==> config.mk <==
export PLATFORM = sky130hd
export DESIGN_NAME = vehicle_sensor
export DESIGN_NICKNAME = d
export VERILOG_FILES = /design/src/rtl/vehicle_sensor.sv
export SDC_FILE = /design/constraint.sdc
export NUM_CORES = 1
export LEC_CHECK = 0
export ABC_AREA = 1
export BUFFER_PORTS_ARGS = -buffer_cell sky130_fd_sc_hd__buf_2
export CORE_MARGIN = 2
export CORE_UTILIZATION = 50
export DETAILED_ROUTE_END_ITERATION = 12
export GPL_ROUTABILITY_DRIVEN = 0
export GPL_TIMING_DRIVEN = 0
export PLACE_DENSITY_LB_ADDON = 0.3
export SLEW_MARGIN = 20
export SYNTH_ARGS = -nofsm -noshare
export SYNTH_HDL_FRONTEND = slang
export SYNTH_SLANG_ARGS = --single-unit
==> constraint.sdc <==
create_clock -name clk -period 1.4 [get_ports clk]
set_input_delay 0.28 -clock clk [delete_from_list [all_inputs] [get_ports clk]]
set_output_delay 0.28 -clock clk [all_outputs]
set_load 0.02 [all_outputs]
==> src/rtl/vehicle_sensor.sv <==
// Side-road vehicle detector: synchronizes the loop input, debounces it, holds the request, flags a stuck sensor.
// Optional saturating vehicle counter enabled by defining VEHICLE_SENSOR_COUNT_EN.
//
// state   | meaning
// IDLE    | no vehicle, waiting for the synchronized sensor to go high
// QUAL    | sensor high, debouncing before the vehicle is accepted
// PRESENT | vehicle qualified and still on the loop
// HOLD    | sensor dropped, request held for HOLD_CYC cycles
// FAULT   | sensor high too long, treated as stuck until it goes low
module vehicle_sensor #(
  parameter int DEBOUNCE_CYC = 4,
  parameter int HOLD_CYC     = 8,
  parameter int STUCK_CYC    = 200
) (
  input  logic       clk,
  input  logic       rst,
  input  logic       raw_sensor,
  output logic       car_req,
  output logic       det_pulse,
  output logic       fault,
  output logic [7:0] car_count
);

  typedef enum logic [2:0] {IDLE, QUAL, PRESENT, HOLD, FAULT} state_e;

  localparam logic [7:0] DEB_LAST   = 8'(DEBOUNCE_CYC - 1);
  localparam logic [7:0] HOLD_LAST  = 8'(HOLD_CYC - 1);
  localparam logic [7:0] STUCK_LAST = 8'(STUCK_CYC - 1);

  state_e     state_q, state_d;
  logic [7:0] cnt_q, cnt_d;
  logic       s1_q, s2_q;
  logic       car_req_q, det_pulse_q, fault_q;
  logic       det_d;

  always_ff @(posedge clk or negedge rst) begin
    if (!rst) begin
      s1_q <= 1'b0;
      s2_q <= 1'b0;
    end else begin
      s1_q <= raw_sensor;
      s2_q <= s1_q;
    end
  end

  always_ff @(posedge clk or negedge rst) begin
    if (!rst) begin
      state_q     <= IDLE;
      cnt_q       <= 8'd0;
      car_req_q   <= 1'b0;
      det_pulse_q <= 1'b0;
      fault_q     <= 1'b0;
    end else begin
      state_q     <= state_d;
      cnt_q       <= cnt_d;
      car_req_q   <= (state_d == PRESENT) || (state_d == HOLD);
      det_pulse_q <= det_d;
      fault_q     <= (state_d == FAULT);
    end
  end

  always_comb begin
    state_d = state_q;
    cnt_d   = cnt_q;
    det_d   = 1'b0;
    case (state_q)
      IDLE: begin
        if (s2_q) begin
          state_d = QUAL;
          cnt_d   = 8'd0;
        end
      end
      QUAL: begin
        if (!s2_q) begin
          state_d = IDLE;
        end else if (cnt_q == DEB_LAST) begin
          state_d = PRESENT;
          cnt_d   = 8'd0;
          det_d   = 1'b1;
        end else begin
          cnt_d = cnt_q + 8'd1;
        end
      end
      PRESENT: begin
        if (!s2_q) begin
          state_d = HOLD;
          cnt_d   = 8'd0;
        end else if (cnt_q == STUCK_LAST) begin
          state_d = FAULT;
        end else begin
          cnt_d = cnt_q + 8'd1;
        end
      end
      HOLD: begin
        // Returning vehicle goes straight back to PRESENT without a new detection pulse.
        if (s2_q) begin
          state_d = PRESENT;
          cnt_d   = 8'd0;
        end else if (cnt_q == HOLD_LAST) begin
          state_d = IDLE;
        end else begin
          cnt_d = cnt_q + 8'd1;
        end
      end
      FAULT: begin
        if (!s2_q) state_d = IDLE;
      end
      default: state_d = IDLE;
    endcase
  end

  assign car_req   = car_req_q;
  assign det_pulse = det_pulse_q;
  assign fault     = fault_q;

`ifdef VEHICLE_SENSOR_COUNT_EN
  logic [7:0] car_count_q;

  always_ff @(posedge clk or negedge rst) begin
    if (!rst) begin
      car_count_q <= 8'd0;
    end else if (det_d && (car_count_q != 8'hFF)) begin
      car_count_q <= car_count_q + 8'd1;
    end
  end

  assign car_count = car_count_q;
`else
  assign car_count = 8'd0;
`endif

endmodule

==> flow_summary.json <==
{
  "path_max_fanout": 6,
  "numCtsBuffers": 3,
  "cp-end-kind": "flop",
  "wl_um": 2630,
  "hold_end": "s1_q",
  "reg2reg_depth": 8,
  "reg2reg_from": "state_q[0]",
  "dr_total_vias": 1093,
  "drive_gt1_share_pct": 37.6,
  "post-route-min-period_ps": 1530,
  "ys_warn_count": 0,
  "clock_path_buffers": 2,
  "drv_cap": 0,
  "drc": 0,
  "violations": "negative setup slack",
  "clock_sinks": 16,
  "muxShareOfSynthArea_pct": 0,
  "synth_compound_area_share_pct": 7.13,
  "synth-simple-area-share_pct": 41.3,
  "holdPathStages": 1,
  "cts_root_buffer": "clkbuf_4",
  "yosys.area.top_type_share_pct": 37.4,
  "crit_path_start_kind": "flop",
  "start_util_pct": 54.0,
  "hold_viol": 0,
  "seq_power_share_pct": 39.7,
  "clockPowerShare_pct": 21.8,
  "peakVddDrop_mv": 0.665,
  "final.period_utilization_pct": 109,
  "grt.total_usage_pct": 21.5,
  "syn_to_final_growth_pct": 32.4,
  "syn_inst": 148,
  "worst_slack_ps": -126,
  "placedCellCount": 187,
  "min_from": "raw_sensor",
  "p_leak_nw": 0.746,
  "die_x_um": 50.3,
  "synth.distinct_cells": 25,
  "crit_arrival_ps": 1710,
  "antenna_found_initial": 0,
  "met2_length_um": 1340,
  "reg2reg_setup_slack_ps": -130,
  "seq_area_frac_synth_pct": 37.4,
  "swShare_pct": 39.3,
  "p_switching_mw": 0.572,
  "ios": 14,
  "routed.top_layer": "met4",
  "grt_pass1_vias": 970,
  "place_ws_ps": -131,
  "yosys-top-cells-area": "dfrtp_1 37%, nand2_1 13%, nand3_1 11%",
  "clock.fmax_mhz": 655,
  "synth_xor_area_share_pct": 0,
  "worstReg2RegEnd": "cnt_q[0]",
  "port_buffers": 5,
  "firstDrtPassIters": 4,
  "maxSlewViolCount": 0,
  "met1Wirelength_um": 1060,
  "fin_skew_ps": 5.14,
  "yosysTopAreaCell": "dfrtp_1",
  "ys_ff_latch": 16,
  "dr_wl_met3_um": 195,
  "via_per_inst": 5.33,
  "min_path_type": "in -> reg",
  "synth-adder-area-share_pct": 1.17,
  "post_drt_wl_per_cell_um": 12.8,
  "p_int_mw": 0.885,
  "p_per_area_nw_per_um2": 1030,
  "n_antenna_cell": 0,
  "dp_hpwl_um": 1600,
  "setup_viol": 11,
  "nets": 183,
  "rsz0062_at_grt": "yes",
  "die_h_um": 50.3,
  "p_total_mw": 1.46,
  "avgSynthCellArea_um2": 7.23,
  "crit_type": "reg -> reg",
  "instances_no_fill": 205,
  "status": "complete, but fails checks",
  "nFillCells": 144,
  "drt_iter0_drc": 31,
  "cp.required_ps": 1580,
  "syn_area_um2": 1070,
  "post-route-util_pct": 71.5,
  "pwr-share-comb_pct": 38.5,
  "antenna_left": 0,
  "die_area_um2": 2530,
  "clk_pin_slew_ps": 100,
  "synth_top_family_by_area": "simple AND/OR/NAND/NOR gates",
  "rows": 16,
  "cts_tree": "done",
  "core-area_um2": 1980,
  "grt_pass1_wl_um": 4100,
  "grt_max_degree": 17,
  "overflow": 0,
  "clk_latency_ps": 300,
  "h-tree-depth": 1
}
[metrics by stage]
stage          cell area (um^2)  TNS, ps  hold WS, ps
2_1_floorplan              1100        0        -15.6
3_3_place_gp               1150     -593          208
3_5_place_dp               1150     -675          217
4_1_cts                    1290    -43.7         74.6
5_1_grt                    1420    -1640         78.0
6_report                   1420     -588         78.3
[worst max path at each step]
| stage | from | to | slack [ps] | cells past startpoint |
|---|---|---|---|---|
| floorplan | cnt_q[0] | cnt_q[6] | 20 | 11 |
| detailed placement | cnt_q[1] | cnt_q[6] | -130 | 11 |
| finish | state_q[0] | cnt_q[0] | -130 | 8 |
| global placement | cnt_q[0] | cnt_q[6] | -130 | 11 |
| global route | cnt_q[1] | cnt_q[4] | -200 | 11 |
| CTS | cnt_q[1] | cnt_q[6] | -30 | 11 |
[kinds of logic after synthesis]
family | after synthesis
adder cells (fa/ha/maj) | 1
AO/OA/AOI/OAI | 13
AND/OR/NAND/NOR | 90
flip-flops | 16
other | 1
buffers and inverters | 27
[metal layers]
| metal | up-vias | global-route usage (%) |
|---|---|---|
| met3 | 3 | 2.98 |
| met1 | 513 | 25.5 |
| met5 | - | 0 |
| met4 | 0 | 12.0 |
| met2 | 47 | 37.1 |
| li1 | 530 | - |
[layout make-up]
type | instances | area, um^2 | area share (%)
Multi-Input combinational cell | 112 | 654 | 46.2
Sequential cell | 16 | 402 | 28.4
Tap cell | 27 | 33.8 | 2.39
Clock buffer | 4 | 36.3 | 2.56
Timing Repair inverter | 1 | 6.26 | 0.442
Inverter | 18 | 75.1 | 5.30
Timing Repair Buffer | 18 | 144 | 10.2
Buffer | 9 | 65.1 | 4.59
[placed cells by master (no fill, tap or decap), drive strengths merged, types with 2 or more instances in the layout]
cell type,Yosys,layout
a21oi,5,5
buf,9,26
clkbuf,0,4
conb,1,8
dfrtp,16,16
inv,18,18
nand2,40,40
nand3,27,27
nand4,5,5
nor2,15,15
nor3,2,2
o21ai,6,6
[what timing repair did]
action / CTS / global route
hold buffers: 1 / 0
hold endpoints to repair: 16 / 0
gates cloned: 1 / 0
pin swaps: 4 / 7
setup endpoints to repair: 9 / 12
setup buffers: 9 / 3
resized for setup: 6 / 28
[cells in the mapped netlist]
library cell	instances
a21oi_1	4
a21oi_2	1
buf_2	1
buf_4	8
conb_1	1
dfrtp_1	16
ha_1	1
inv_1	12
inv_2	5
inv_4	1
nand2_1	36
nand2_2	4
nand3_1	24
nand3_2	2
nand3_4	1
nand4_1	5
nor2_1	11
nor2_2	4
nor3_2	2
o21ai_0	3
o21ai_1	2
o21ai_2	1
o21bai_1	1
o22ai_1	1
or2_1	1
[registers in the layout (all words and copies together) (netlist names)]
signal / count
det_pulse: 1
fault: 1
car_req: 1
state_q: 3
s2_q: 1
s1_q: 1
cnt_q: 8
[power groups by stage]
stage                     logic, mW  registers [mW]  clock network, mW
after floorplan               0.296           0.578                  0
after global placement        0.378           0.575                  0
after detailed placement      0.388           0.577                  0
after CTS                     0.455           0.566              0.327
after global routing          0.610           0.587              0.337
final                         0.561           0.578              0.318
[worst max-delay path: stages (launching register included)]
cell and delay [ps]:
dfrtp_1 410, inv_2 150, nand3_2 100, nor2_1 190
nand2_2 130, nand3_4 160, clkinv_4 110, nand3_2 70
o21ai_1 70
Power figures use the tool's default switching activity.
